## src/rtl/pipeline_stall_ctrl.sv

```systemverilog
// pipeline_stall_ctrl
//   Central stall/flush sequencer for the 5-stage RV32I pipeline. It merges
//   four inputs into one set of pipeline controls:
//     - the load-use stall from the hazard detector
//     - instruction-fetch waits
//     - data-memory waits
//     - EX-stage redirects
//   A redirect that arrives while a fetch is outstanding is held until that
//   fetch returns. The returning wrong-path instruction is then discarded
//   instead of being latched into IF/ID.
//
//   Optional feature: define STALL_CTRL_PERF_EN to build the performance
//   counters. When it is undefined, the four counter ports are tied to 0.
//
// Ports
//   clk, rst                 clock (rising edge), asynchronous active-low reset
//   hd_stall_i               load-use stall request
//   if_req_i / if_resp_i     fetch outstanding / instruction response valid
//   mem_req_i / mem_resp_i   load/store outstanding / data response valid
//   redirect_i, redirect_pc_i  EX redirect request and target
//   pc_write_o, pc_sel_redirect_o, pc_target_o  PC register and mux control
//   *_write_o                pipeline register enables
//   if_id_flush_o, id_ex_bubble_o, fetch_discard_o  flush/bubble/discard
//   *_cnt_o                  performance counters (32-bit, wrapping)
module pipeline_stall_ctrl #(
  parameter int unsigned width = 32
) (
  input  logic             clk,
  input  logic             rst,
  input  logic             hd_stall_i,
  input  logic             if_req_i,
  input  logic             if_resp_i,
  input  logic             mem_req_i,
  input  logic             mem_resp_i,
  input  logic             redirect_i,
  input  logic [width-1:0] redirect_pc_i,
  output logic             pc_write_o,
  output logic             pc_sel_redirect_o,
  output logic [width-1:0] pc_target_o,
  output logic             if_id_write_o,
  output logic             id_ex_write_o,
  output logic             ex_mem_write_o,
  output logic             mem_wb_write_o,
  output logic             if_id_flush_o,
  output logic             id_ex_bubble_o,
  output logic             fetch_discard_o,
  output logic [31:0]      mem_stall_cnt_o,
  output logic [31:0]      if_stall_cnt_o,
  output logic [31:0]      ld_use_cnt_o,
  output logic [31:0]      flush_cnt_o
);

  localparam int unsigned CNT_W = 32;

  localparam logic [1:0] ST_RUN        = 2'd0;
  localparam logic [1:0] ST_IF_REDIR   = 2'd1;
  localparam logic [1:0] ST_REDIR_HOLD = 2'd2;

  logic [1:0]       state_q, state_d;
  logic [width-1:0] pend_pc_q, pend_pc_d;
  logic             mem_busy, if_busy;
  logic             redir_apply, if_stall_hit, ld_use_hit;

  assign mem_busy = mem_req_i & ~mem_resp_i;
  assign if_busy  = if_req_i  & ~if_resp_i;

  // State and deferred redirect target
  always_ff @(posedge clk or negedge rst) begin
    if (!rst) begin
      state_q   <= ST_RUN;
      pend_pc_q <= '0;
    end else begin
      state_q   <= state_d;
      pend_pc_q <= pend_pc_d;
    end
  end

  // Next state and combinational pipeline controls
  always_comb begin
    state_d           = state_q;
    pend_pc_d         = pend_pc_q;
    pc_write_o        = 1'b0;
    pc_sel_redirect_o = 1'b0;
    pc_target_o       = redirect_pc_i;
    if_id_write_o     = 1'b0;
    id_ex_write_o     = 1'b0;
    ex_mem_write_o    = 1'b0;
    mem_wb_write_o    = 1'b0;
    if_id_flush_o     = 1'b0;
    id_ex_bubble_o    = 1'b0;
    fetch_discard_o   = 1'b0;
    redir_apply       = 1'b0;
    if_stall_hit      = 1'b0;
    ld_use_hit        = 1'b0;

    case (state_q)
      ST_RUN: begin
        if (mem_busy) begin
          // Whole pipe frozen; EX re-presents any redirect later.
        end else if (redirect_i && !if_busy) begin
          redir_apply = 1'b1;
        end else if (redirect_i || if_busy || hd_stall_i) begin
          // Front-end holds, a bubble enters ID/EX, and the back-end drains.
          id_ex_write_o  = 1'b1;
          ex_mem_write_o = 1'b1;
          mem_wb_write_o = 1'b1;
          id_ex_bubble_o = 1'b1;
          if_stall_hit   = if_busy;
          ld_use_hit     = !redirect_i && !if_busy;
          if (redirect_i) begin
            pend_pc_d = redirect_pc_i;
            state_d   = ST_IF_REDIR;
          end
        end else begin
          pc_write_o     = 1'b1;
          if_id_write_o  = 1'b1;
          id_ex_write_o  = 1'b1;
          ex_mem_write_o = 1'b1;
          mem_wb_write_o = 1'b1;
        end
      end

      ST_IF_REDIR: begin
        pc_target_o     = pend_pc_q;
        id_ex_bubble_o  = 1'b1;
        fetch_discard_o = if_resp_i;
        if_id_flush_o   = if_resp_i;
        if (mem_busy) begin
          if (if_resp_i) state_d = ST_REDIR_HOLD;
        end else if (if_resp_i) begin
          redir_apply = 1'b1;
          state_d     = ST_RUN;
        end else begin
          id_ex_write_o  = 1'b1;
          ex_mem_write_o = 1'b1;
          mem_wb_write_o = 1'b1;
          if_stall_hit   = if_busy;
        end
      end

      ST_REDIR_HOLD: begin
        pc_target_o = pend_pc_q;
        if (!mem_busy) begin
          redir_apply = 1'b1;
          state_d     = ST_RUN;
        end
      end

      default: state_d = ST_RUN;
    endcase

    // Applying a redirect: load PC from the mux target, flush IF/ID, bubble ID/EX.
    if (redir_apply) begin
      pc_write_o        = 1'b1;
      pc_sel_redirect_o = 1'b1;
      if_id_write_o     = 1'b1;
      id_ex_write_o     = 1'b1;
      ex_mem_write_o    = 1'b1;
      mem_wb_write_o    = 1'b1;
      if_id_flush_o     = 1'b1;
      id_ex_bubble_o    = 1'b1;
    end

    // Controls are forced quiet while reset is asserted.
    if (!rst) begin
      pc_write_o        = 1'b0;
      pc_sel_redirect_o = 1'b0;
      pc_target_o       = '0;
      if_id_write_o     = 1'b0;
      id_ex_write_o     = 1'b0;
      ex_mem_write_o    = 1'b0;
      mem_wb_write_o    = 1'b0;
      if_id_flush_o     = 1'b0;
      id_ex_bubble_o    = 1'b0;
      fetch_discard_o   = 1'b0;
    end
  end

`ifdef STALL_CTRL_PERF_EN
  logic [CNT_W-1:0] mem_stall_cnt_q, if_stall_cnt_q, ld_use_cnt_q, flush_cnt_q;

  // Performance counters, wrapping modulo 2^32
  always_ff @(posedge clk or negedge rst) begin
    if (!rst) begin
      mem_stall_cnt_q <= '0;
      if_stall_cnt_q  <= '0;
      ld_use_cnt_q    <= '0;
      flush_cnt_q     <= '0;
    end else begin
      if (mem_busy)     mem_stall_cnt_q <= mem_stall_cnt_q + CNT_W'(1);
      if (if_stall_hit) if_stall_cnt_q  <= if_stall_cnt_q + CNT_W'(1);
      if (ld_use_hit)   ld_use_cnt_q    <= ld_use_cnt_q + CNT_W'(1);
      if (redir_apply)  flush_cnt_q     <= flush_cnt_q + CNT_W'(1);
    end
  end

  assign mem_stall_cnt_o = mem_stall_cnt_q;
  assign if_stall_cnt_o  = if_stall_cnt_q;
  assign ld_use_cnt_o    = ld_use_cnt_q;
  assign flush_cnt_o     = flush_cnt_q;
`else
  logic unused_perf;
  assign unused_perf     = &{1'b0, redir_apply, if_stall_hit, ld_use_hit};
  assign mem_stall_cnt_o = '0;
  assign if_stall_cnt_o  = '0;
  assign ld_use_cnt_o    = '0;
  assign flush_cnt_o     = '0;
`endif

endmodule

```

## config.mk

```make
export PLATFORM = sky130hd
export DESIGN_NAME = pipeline_stall_ctrl
export DESIGN_NICKNAME = d
export VERILOG_FILES = /design/src/rtl/pipeline_stall_ctrl.sv
export SDC_FILE = /design/constraint.sdc
export NUM_CORES = 1
export LEC_CHECK = 0
export BUFFER_PORTS_ARGS = -buffer_cell sky130_fd_sc_hd__buf_2
export CORE_AREA = 2 2 100 102
export CTS_CLUSTER_SIZE = 14
export DETAILED_ROUTE_END_ITERATION = 7
export DIE_AREA = 0 0 102 104
export HOLD_SLACK_MARGIN = 0.06
export PLACE_DENSITY_LB_ADDON = 0.3
export SLEW_MARGIN = 20
export SYNTH_ARGS = -nofsm -noshare
export SYNTH_HDL_FRONTEND = slang
export SYNTH_SLANG_ARGS = --single-unit
```

## constraint.sdc

```tcl
create_clock -name clk -period 2.4 [get_ports clk]
set_input_delay 0 -clock clk [delete_from_list [all_inputs] [get_ports clk]]
set_output_delay 0 -clock clk [all_outputs]
set_load 0.05 [all_outputs]
```

==> impl_results.md <==
- Max VDD drop: about 0.64 mV
- Worst-Skew Late Latency: about 0.29 ns
- Peak fanout along the critical path: 8
- DP HPWL: 4250 um
- CTS tree: done
- Most common cell in the netlist: buf_4
- RD Place Congestion: 0.756
- Vias in the first global route: between 1500 and 2000
- Fin crit period: 2.12 ns
- Biggest area consumer among synthesized cells: buf_4
- Root Buffer Master: clkbuf_8
- Hold slack: 0.139 ns
- Die area: around 11000 um2
- Synth top area share: 30.5%
- Leak: 0.00196 uW
- Number of max-cap violations: 0
- Area Growth Syn to Fin: 13.4%
- I/O pins: 209
- Critical Path Start: state_q[1]
- Final WL: 5720 um
- Final non-filler cell total: 558
- Fmax achieved: between 400 and 500 MHz
- Synthesized cell area: ~3200 um2
- FF+latch count, synth: 34
- Worst R2R Start: state_q[0]
- Area taken by flip-flops and latches: about 850 um2
- Clock buffer depth: 2
- Avg Inst Size Synth: just over 10 um2
- Top cell by count, worst path: a21oi_1
- # DRC: 0
- Crit path kind: flop to output port
- Grt peak-use layer: met2
- Top FF cell, synth: dfrtp_1
- Startpoint Class: flop
- Post_cts resized: 0
- Crit path max-delay cell type: a221o_1
- Initial drt markers: 34
- Row count: 36
- Sequential area share after synthesis: 26.4%
- DRT Pass-1 Iters: 4
- Area contributors post-synth: buf_4 30%, dfrtp_1 26%, mux2_4 14%
- Port Buf Inserts: 80
- Vias per cell: 3.73
- Mapped Cells: 314
- Clock H-tree levels: 2
- Post-synth EDFFs: 0
- Multi-input logic area: 1740 um2
- Wire length per cell: 10.3 um
- DIE WIDTH: 102 um
- Met2 Use GR: 17.0%
- Fin. Hold Viols: 0
- Routed Antenna Nets: 0
- Power Density: 1300 nW/um2
- Worst Slack Setup Final: 0.285 ns
- Tot GR Track Use: 9.94%
- Critical Path RT: 2.40 ns
- Commonest cells post-synth: 131 x buf_4, 34 x dfrtp_1, 33 x mux2i_1, 33 x nor2b_1, 30 x mux2_4
- Async set-reset flop share out of synthesis: 100%
- DR vias: around 2100
- Largest net degree at the start of global routing: between 40 and 50
- Synth warnings: 0
- Layout cell share with drive strength beyond 1: 29.4%
- CP max stage delay: 0.41 ns
- Grt ovf: 0
- Pre-CTS setup slack: 0.441 ns
- Met3 Use GR: under 10%
- Clk slew on worst S/H paths: 0.07 ns
- Status: finished clean
- Critical path cell sequence: inv_1 > ha_1 > a21oi_1 > a221o_1 > a21oi_1 > buf_2
- Clock skew: ~0.0054 ns
- Post-synthesis cell type count: 32
- Final setup TNS: 0 ns
- Met1 Use GR: 12.6%
- Antenna cells: 0
- Period Utilization, post-route: approximately 88%
- Critical path arrival: 2.12 ns
- Unrepaired setup endpoints after global routing: no
- Sink Count: 34
- Initial antenna violation count: 0
- CTS buffer count: 5
- Slew Viols, Final: 0
- Final setup violation count: 0
- Worst hold path class: primary input to async pin
- Critical path endpoint category: output port
- Post-CTS Setup Bufs: 0
- Die Ht: 104 um
- Initial core utilization: around 34%
- Final Util: 38.3%
- Total core area: 9550 um2
- Filler instances: between 900 and 1000
- Placed insts: between 500 and 600
- Hold_buf cts: 34
- First-pass GRT wire length: 8600 um
- Net count, final: 468
[kinds of logic after synthesis]
logic type                 synth area share (%)
muxes                                      24.9
AOI/OAI and AO/OA                          3.14
other                                     0.116
adders and majority gates                  1.55
and+or+nand+nor                            9.38
buffers and inverters                      34.5
DFF                                        26.4
[metal layers]
layer	up-vias	wire length, um
met2	129	2820
met1	960	2340
met5	-	0
met3	6	525
met4	0	40
li1	986	-
[placed cells by master (no fill, tap or decap), types with 2 or more instances in the layout]
cell type	instances
conb_1	128
buf_2	80
dlygate4sd3_1	34
dfrtp_1	34
mux2i_1	33
nor2b_1	33
mux2_4	30
clkbuf_8	6
inv_1	5
a21oi_1	4
buf_4	4
nand3b_1	3
ha_1	3
nand2b_1	2
nand2_1	2
nor2_1	2
a221o_1	2
o21a_1	2
mux2_1	2
[registers in the layout, indices dropped and copies added (netlist names)]
| register | cells |
|---|---|
| state_q | 2 |
| pend_pc_q | 32 |
[report_power, final]
part | internal [uW] | total, uW | switching [uW]
logic | 1140 | 3290 | 2150
clock network | 232 | 439 | 208
registers | 861 | 1040 | 176
[worst max-delay path, delay by kind of cell, from the launching register on]
kind                     cells  cell delay (ns)
AO/OA/AOI/OAI                3             0.72
adder cells (fa/ha/maj)      1             0.31
buffers and inverters        2             0.40
flip-flops                   1             0.40
[worst paths after layout]
path                       slack (ns)  cells past startpoint              to
min in group clk                 0.14                      4      state_q[1]
setup reg to reg                 0.47                      5    pend_pc_q[2]
setup / recovery                 0.28                      6  ex_mem_write_o
hold reg to reg                  0.50                      1   pend_pc_q[13]
max in group asynchronous        1.56                      3   pend_pc_q[23]
hold / removal                   0.14                      2   pend_pc_q[18]
[final cells by class]
cell class,count,share of cell area (%)
tap,133,4.55
multi-input combinational,259,47.6
timing repair buffer,119,21.6
clock buffer,7,2.36
sequential,34,23.3
inverter,5,0.513
clock inverter,1,0.137
[through the flow]
step           total power (uW)  area [um2]
6_report                   4770        3660
5_1_grt                    5050        3660
4_1_cts                    4810        3660
3_5_place_dp               4300        3230
3_3_place_gp               4280        3230
2_1_floorplan              3980        3700
Power figures use the tool's default switching activity.
